===== config.mk =====
export PLATFORM = sky130hd
export DESIGN_NAME = fifo_ptr_ctrl
export DESIGN_NICKNAME = d
export VERILOG_FILES = /design/src/rtl/fifo_ptr_ctrl.sv
export SDC_FILE = /design/constraint.sdc
export NUM_CORES = 1
export LEC_CHECK = 0
export BUFFER_PORTS_ARGS = -buffer_cell sky130_fd_sc_hd__buf_2
export CORE_MARGIN = 8
export CORE_UTILIZATION = 45
export DETAILED_ROUTE_END_ITERATION = 7
export GPL_TIMING_DRIVEN = 1
export PLACE_DENSITY = 0.76
export SYNTH_ARGS = -nofsm -noshare
export SYNTH_HDL_FRONTEND = slang
export SYNTH_SLANG_ARGS = --single-unit

===== constraint.sdc =====
create_clock -name clk_in -period 3.3 [get_ports clk_in]
set_input_delay 0.66 -clock clk_in [delete_from_list [all_inputs] [get_ports clk_in]]
set_output_delay 0.66 -clock clk_in [all_outputs]
set_load 0.02 [all_outputs]

===== src/rtl/fifo_ptr_ctrl.sv =====
// ============================================================================
// fifo_ptr_ctrl : pointer, occupancy and flag controller for a FIFO memory.
// Revision      : 1.0
// ============================================================================
`default_nettype none

module fifo_ptr_ctrl #(
  parameter int DATA_WIDTH      = 32,
  parameter int OSTD_NUM        = 8,
  parameter int THRESHOLD_VALUE = OSTD_NUM / 2,
  parameter int PTR_SIZE        = $clog2(OSTD_NUM)
) (
  input  logic                  clk_in,
  input  logic                  areset_b,
  input  logic                  wr_req,
  input  logic                  rd_req,
  input  logic                  err_clr,
  output logic                  fifo_wenable,
  output logic                  fifo_renable,
  output logic [OSTD_NUM-1:0]   write_ptr,
  output logic [OSTD_NUM-1:0]   read_ptr,
  output logic [PTR_SIZE:0]     fifo_count,
  output logic                  fifo_full,
  output logic                  fifo_empty,
  output logic                  below_thresh,
  output logic                  overflow_err,
  output logic                  underflow_err
);

  localparam logic [PTR_SIZE-1:0] c_ptr_last = PTR_SIZE'(OSTD_NUM - 1);
  localparam logic [PTR_SIZE:0]   c_cnt_full = (PTR_SIZE + 1)'(OSTD_NUM);
  localparam logic [PTR_SIZE:0]   c_cnt_thr  = (PTR_SIZE + 1)'(THRESHOLD_VALUE);

  generate
    if (DATA_WIDTH < 1 || OSTD_NUM < 2 ||
        THRESHOLD_VALUE < 1 || THRESHOLD_VALUE > OSTD_NUM) begin : g_bad_params
      $error("fifo_ptr_ctrl: illegal parameter combination");
    end
  endgenerate

  logic [PTR_SIZE-1:0] wptr_q, wptr_d;
  logic [PTR_SIZE-1:0] rptr_q, rptr_d;
  logic [PTR_SIZE:0]   count_q, count_d;
  logic                ovf_q, ovf_d;
  logic                unf_q, unf_d;
  logic                w_wen;
  logic                w_ren;

  assign fifo_full    = (count_q == c_cnt_full);
  assign fifo_empty   = (count_q == '0);
  assign below_thresh = (count_q < c_cnt_thr);

  assign w_wen        = wr_req & ~fifo_full;
  assign w_ren        = rd_req & ~fifo_empty;
  assign fifo_wenable = w_wen;
  assign fifo_renable = w_ren;

  // Depth need not be a power of two, so wrap explicitly at the last index.
  always_comb begin
    wptr_d  = wptr_q;
    rptr_d  = rptr_q;
    count_d = count_q;
    if (w_wen) begin
      wptr_d = (wptr_q == c_ptr_last) ? '0 : wptr_q + 1'b1;
    end
    if (w_ren) begin
      rptr_d = (rptr_q == c_ptr_last) ? '0 : rptr_q + 1'b1;
    end
    case ({w_wen, w_ren})
      2'b10:   count_d = count_q + 1'b1;
      2'b01:   count_d = count_q - 1'b1;
      default: count_d = count_q;
    endcase
  end

  // A new error event on the same edge as err_clr keeps the flag set.
  always_comb begin
    ovf_d = (wr_req & fifo_full)  | (ovf_q & ~err_clr);
    unf_d = (rd_req & fifo_empty) | (unf_q & ~err_clr);
  end

  always_ff @(posedge clk_in) begin
    if (!areset_b) begin
      wptr_q  <= '0;
      rptr_q  <= '0;
      count_q <= '0;
      ovf_q   <= 1'b0;
      unf_q   <= 1'b0;
    end else begin
      wptr_q  <= wptr_d;
      rptr_q  <= rptr_d;
      count_q <= count_d;
      ovf_q   <= ovf_d;
      unf_q   <= unf_d;
    end
  end

  assign write_ptr     = {{(OSTD_NUM - PTR_SIZE){1'b0}}, wptr_q};
  assign read_ptr      = {{(OSTD_NUM - PTR_SIZE){1'b0}}, rptr_q};
  assign fifo_count    = count_q;
  assign overflow_err  = ovf_q;
  assign underflow_err = unf_q;

endmodule

`default_nettype wire


### After elaboration in Yosys (flattened, before gate mapping)

Cells that the tools add are included.

| operators by class | value |
|---|---|
| eq/ne operators | 5 |
| reduce and logical (&&, ||, !) cells | 2 |
| add/subtract/negate cells | 4 |
| multiplexer cells | 3 |
| bitwise logic cells | 11 |
| magnitude comparators | 1 |

Operators with widths:

| operator | count |
|---|---|
| $pmux 4 s2 | 1 |
| $add 3x1->3 const B | 2 |
| $and 1x1->1 | 6 |
| $eq 3x3->1 const B | 2 |
| $mux 3 | 2 |
| $add 4x1->4 const B | 1 |
| $eq 4x4->1 const B | 1 |
| $logic_not 4->1 | 1 |
| $lt 4x3->1 const B | 1 |
| $sub 4x1->4 const B | 1 |
| $not 1->1 | 3 |
| $eq 2x1->1 const B | 1 |
| $eq 2x2->1 const B | 1 |
| $or 1x1->1 | 2 |
| $reduce_bool 2->1 | 1 |

| storage, ports and cells | value |
|---|---|
| register bits | 12 |
| output and inout port bits | 27 |

### Depth between registers and ports, before layout

| depth | value |
|---|---|
| depth in word-level cells | 5 |
| mapped depth | 9 |
| mapped depth without buffers | 9 |

### Worst setup path after synthesis

OpenSTA, ideal clock, no wires.

| path | value |
|---|---|
| kind | reg-to-reg |
| start | reg count_q[0], in the netlist fifo_count[0] |
| end | reg count_q[3], in the netlist fifo_count[3] |
| cell stages (with the launch flop) | 10 |
| path slack | 522 ps |
| buffers on the path | 0 |
| arrival time | 2706 ps |
| cells stage by stage | dfxtp_1 -> nor4_2 -> nand2b_4 -> inv_1 -> ha_1 -> ha_1 -> a21o_2 -> a21oi_1 -> mux2i_1 -> mux2i_1 |

| on the way | value |
|---|---|
| longest elaborated chain between the ends | 5 |

RTL lines:

| what | RTL line | source |
|---|---|---|
| start, declared | 43 | `logic [PTR_SIZE:0] count_q, count_d;` |
| start signal, assigned | 92 | `count_q <= count_d;` |
| $logic_not 4->1 (*) | 50 | `assign fifo_empty = (count_q == '0);` |
| via fifo_empty | 24 | `output logic fifo_empty,` |
| $not 1->1 (*) | 54 | `assign w_ren = rd_req & ~fifo_empty;` |
| $and 1x1->1 (*) | 54 |  |
| via fifo_renable | 19 | `output logic fifo_renable,` |
| $eq 2x1->1 or $eq 2x2->1 (tied branches) | 69 | `case ({w_wen, w_ren})` |
| $pmux 4 s2 or $reduce_bool 2->1 (tied branches) | - |  |

Mark *: on every way through the listed nets, which the timed path passes. The rest lies on a longest branch.
A chain may end at the register's enable or synchronous reset.

### Final worst setup path

| path | value |
|---|---|
| start | reg count_q[0], in the netlist fifo_count[0] |
| end | reg count_q[3], in the netlist fifo_count[3] |

| on the way | value |
|---|---|
| longest elaborated chain between the ends | 5 |

RTL lines:

| what | RTL line |
|---|---|
| $eq 4x4->1 or $logic_not 4->1 (tied branches) | 49, 50 |
| $not 1->1 (on tied branches) | 53, 54 |
| $and 1x1->1 (on tied branches) | 53, 54 |
| $eq 2x1->1 or $eq 2x2->1 (tied branches) | 69 |
| $pmux 4 s2 or $reduce_bool 2->1 (tied branches) | - |

Parallel ways exist; a longest one is shown, timed or not.

==> results.json <==
{
  "syn_inst": 81,
  "min_from": "rptr_q[1]$_SDFFE_PN0P_",
  "synthFlopType": "dfxtp_1",
  "syn_area_per_cell_um2": 9.33,
  "place.gp.congestion": 0.757,
  "core_area_um2": 1650,
  "critical_path.max_fanout": 6,
  "synth_edf_count": 0,
  "totalNegativeSetupSlack_ns": 0,
  "vias": 573,
  "finalHoldViolations": 0,
  "min_to": "rptr_q[1]$_SDFFE_PN0P_",
  "antenna_found_initial": 0,
  "holdPathStages": 2,
  "ys_types": 26,
  "wl_per_cell_um": 12.9,
  "start_util": 0.458,
  "drive_above_1_share": 0.275,
  "firstDrtPassIters": 4,
  "critPathSlowestCell": "dfxtp_1",
  "drcViolationCount": 0,
  "cp.required_ns": 3.50,
  "period_needed_ns": 2.45,
  "row_count": 15,
  "cts.reportedPaths.clkPinSlew_ns": 0.07,
  "grt_pass1_wl_mm": 2.48,
  "fmax_mhz": 408,
  "post-cts-setup-buffer-count": 0,
  "critPathTopFamily": "simple AND/OR/NAND/NOR gates",
  "cts-root-buf": "clkbuf_4",
  "cts_tree": "yes",
  "grt_start_max_net_pins": 14,
  "critPathKind": "reg2reg",
  "die_x_um": 57.0,
  "hp-class": "reg2reg",
  "antennaDiodeCount": 0,
  "cpPeakStageDelay_ns": 0.39,
  "yosysMostFrequentCell": "dfxtp_1",
  "total_power_uw": 734,
  "critPathLaunchType": "flop",
  "r2r-end": "fifo_count[3]$_SDFFE_PN0P_",
  "grt_usage": 0.0932,
  "fin_crit_sh": 0.742,
  "synthTopCellsByArea": "dfxtp_1 32%, ha_1 12%, buf_4 9.9%",
  "timing.reg2reg.setup_slack_ns": 0.85,
  "r2r-start": "fifo_count[0]$_SDFFE_PN0P_",
  "cp-end-kind": "flop",
  "post-synth-top-area-cell": "dfxtp_1",
  "rsz0062_at_grt": "false",
  "dieArea_um2": 3250,
  "peakVddDrop_mv": 0.439,
  "gr-total-overflow": 0,
  "drt_iter0_drc": 17,
  "postLayoutCoreUtil": 0.514,
  "r2r_cells": 9,
  "cts_buffers": 3,
  "syn_area_um2": 756,
  "ys_async_sr_fraction": 0,
  "design_area_um2": 848,
  "ctsHtreeMaxLevel": 1,
  "ant_nets": 0,
  "place_area_um2": 826,
  "p_per_area_nw_per_um2": 865,
  "io_buffer_count": 21,
  "die_h_um": 57.0,
  "yosysWarningCount": 0,
  "status": "completed",
  "cts.repair.resized": 0,
  "wl_mm": 1.53,
  "clock_skew_ns": 0.00510,
  "clk_latency_ns": 0.27,
  "p_leak_nw": 0.462,
  "cts.path.max_buffers": 2,
  "maxCapViolCount": 0,
  "whs_ns": 0.491,
  "io-pin-count": 32,
  "synth_top_area_frac": 0.318,
  "area_growth_pct": 12.3,
  "critPathArrivalTime_ns": 2.65,
  "yosys-top-cells-count": "12 x dfxtp_1, 10 x buf_4, 7 x ha_1, 7 x nor2b_1, 6 x nand2_1",
  "ys_ff_latch": 12,
  "ys_seq_area_frac": 0.318,
  "final_nets": 117,
  "drv_slew": 0,
  "path_buf_inv": 1,
  "dp_hpwl_mm": 1.24,
  "grt_pass1_vias": 572,
  "cts_sinks": 12,
  "setup_violations": 0,
  "drt-vias-per-instance": 4.82,
  "cts_hold_buf": 0,
  "crit_chain": "nor4_2 -> nand2b_4 -> inv_1 -> ha_1 -> ha_1 -> a21o_2 -> a21oi_1 -> mux2i_1 -> mux2i_1",
  "cp.depth": 9
}
## power by group
group | total, mW | switching, mW | internal, mW | leakage, nW
Sequential | 0.231 | 0.0494 | 0.182 | 0.0980
Clock | 0.0870 | 0.0449 | 0.0422 | 0.0138
Combinational | 0.416 | 0.244 | 0.171 | 0.350
## worst reg2reg max path: stages, from the launching register on
cell and delay (ns):
dfxtp_1 0.39, nor4_2 0.38, nand2b_4 0.23, inv_1 0.07, ha_1 0.23, ha_1 0.28, a21o_2 0.21, a21oi_1 0.17
mux2i_1 0.25, mux2i_1 0.19
## state kept, by name, summed over array words and instances, names as in the netlist
| register | count |
|---|---|
| underflow_err | 1 |
| wptr_q | 3 |
| rptr_q | 3 |
| overflow_err | 1 |
| fifo_count | 4 |
## cells by family after synthesis
kind of cell    after synthesis  share of synthesized area
simple gates                 27                      0.227
other cells                   1                    0.00496
mux                           5                     0.0662
xor+xnor                      2                     0.0232
flops                        12                      0.318
compound gates                9                     0.0745
buf+inv                      17                      0.144
fa+ha+maj                     8                      0.142
## stage by stage
stage,setup WS (ns),instances
2_1_floorplan,0.522,90
3_3_place_gp,0.904,116
3_5_place_dp,0.879,116
4_1_cts,0.832,119
5_1_grt,0.704,119
6_report,0.850,119
## area by class of cell
class,count,area (um^2)
Inverter,5,18.8
Tap cell,17,21.3
Timing Repair Buffer,21,105
Fill cell,157,803
Multi-Input combinational cell,61,440
Clock buffer,3,22.5
Sequential cell,12,240
## per-layer routing
layer | global-route usage | up-vias | part of all wire
met3 | 0.0377 | 2 | 0.090
met4 | 0.0403 | 0 | 0.0059
met5 | 0 | - | 0
met2 | 0.160 | 21 | 0.48
li1 | - | 293 | -
met1 | 0.0973 | 257 | 0.42
## worst max-delay path by stage
stage                               startpoint                          to  slack [ns]
detailed placement  fifo_count[0]$_SDFFE_PN0P_  fifo_count[3]$_SDFFE_PN0P_        0.88
floorplan           fifo_count[0]$_SDFFE_PN0P_  fifo_count[3]$_SDFFE_PN0P_        0.52
finish              fifo_count[0]$_SDFFE_PN0P_  fifo_count[3]$_SDFFE_PN0P_        0.85
global route        fifo_count[0]$_SDFFE_PN0P_  fifo_count[3]$_SDFFE_PN0P_        0.70
CTS                 fifo_count[0]$_SDFFE_PN0P_  fifo_count[3]$_SDFFE_PN0P_        0.83
global placement    fifo_count[0]$_SDFFE_PN0P_  fifo_count[3]$_SDFFE_PN0P_        0.90
## layout by cell type (no fill, tap or decap), types with 2 or more instances in the layout
cell | Yosys | routed
ha_1 | 7 | 7
nand2_1 | 6 | 6
nor2b_1 | 7 | 7
mux2i_1 | 5 | 5
a21boi_0 | 2 | 2
and2_1 | 3 | 3
buf_2 | 0 | 21
a21oi_1 | 3 | 3
nor2_1 | 3 | 3
clkbuf_4 | 0 | 3
inv_1 | 5 | 5
o21ai_0 | 2 | 2
nand2b_1 | 2 | 2
conb_1 | 1 | 10
or3_1 | 2 | 2
dfxtp_1 | 12 | 12
Power figures use the tool's default switching activity.
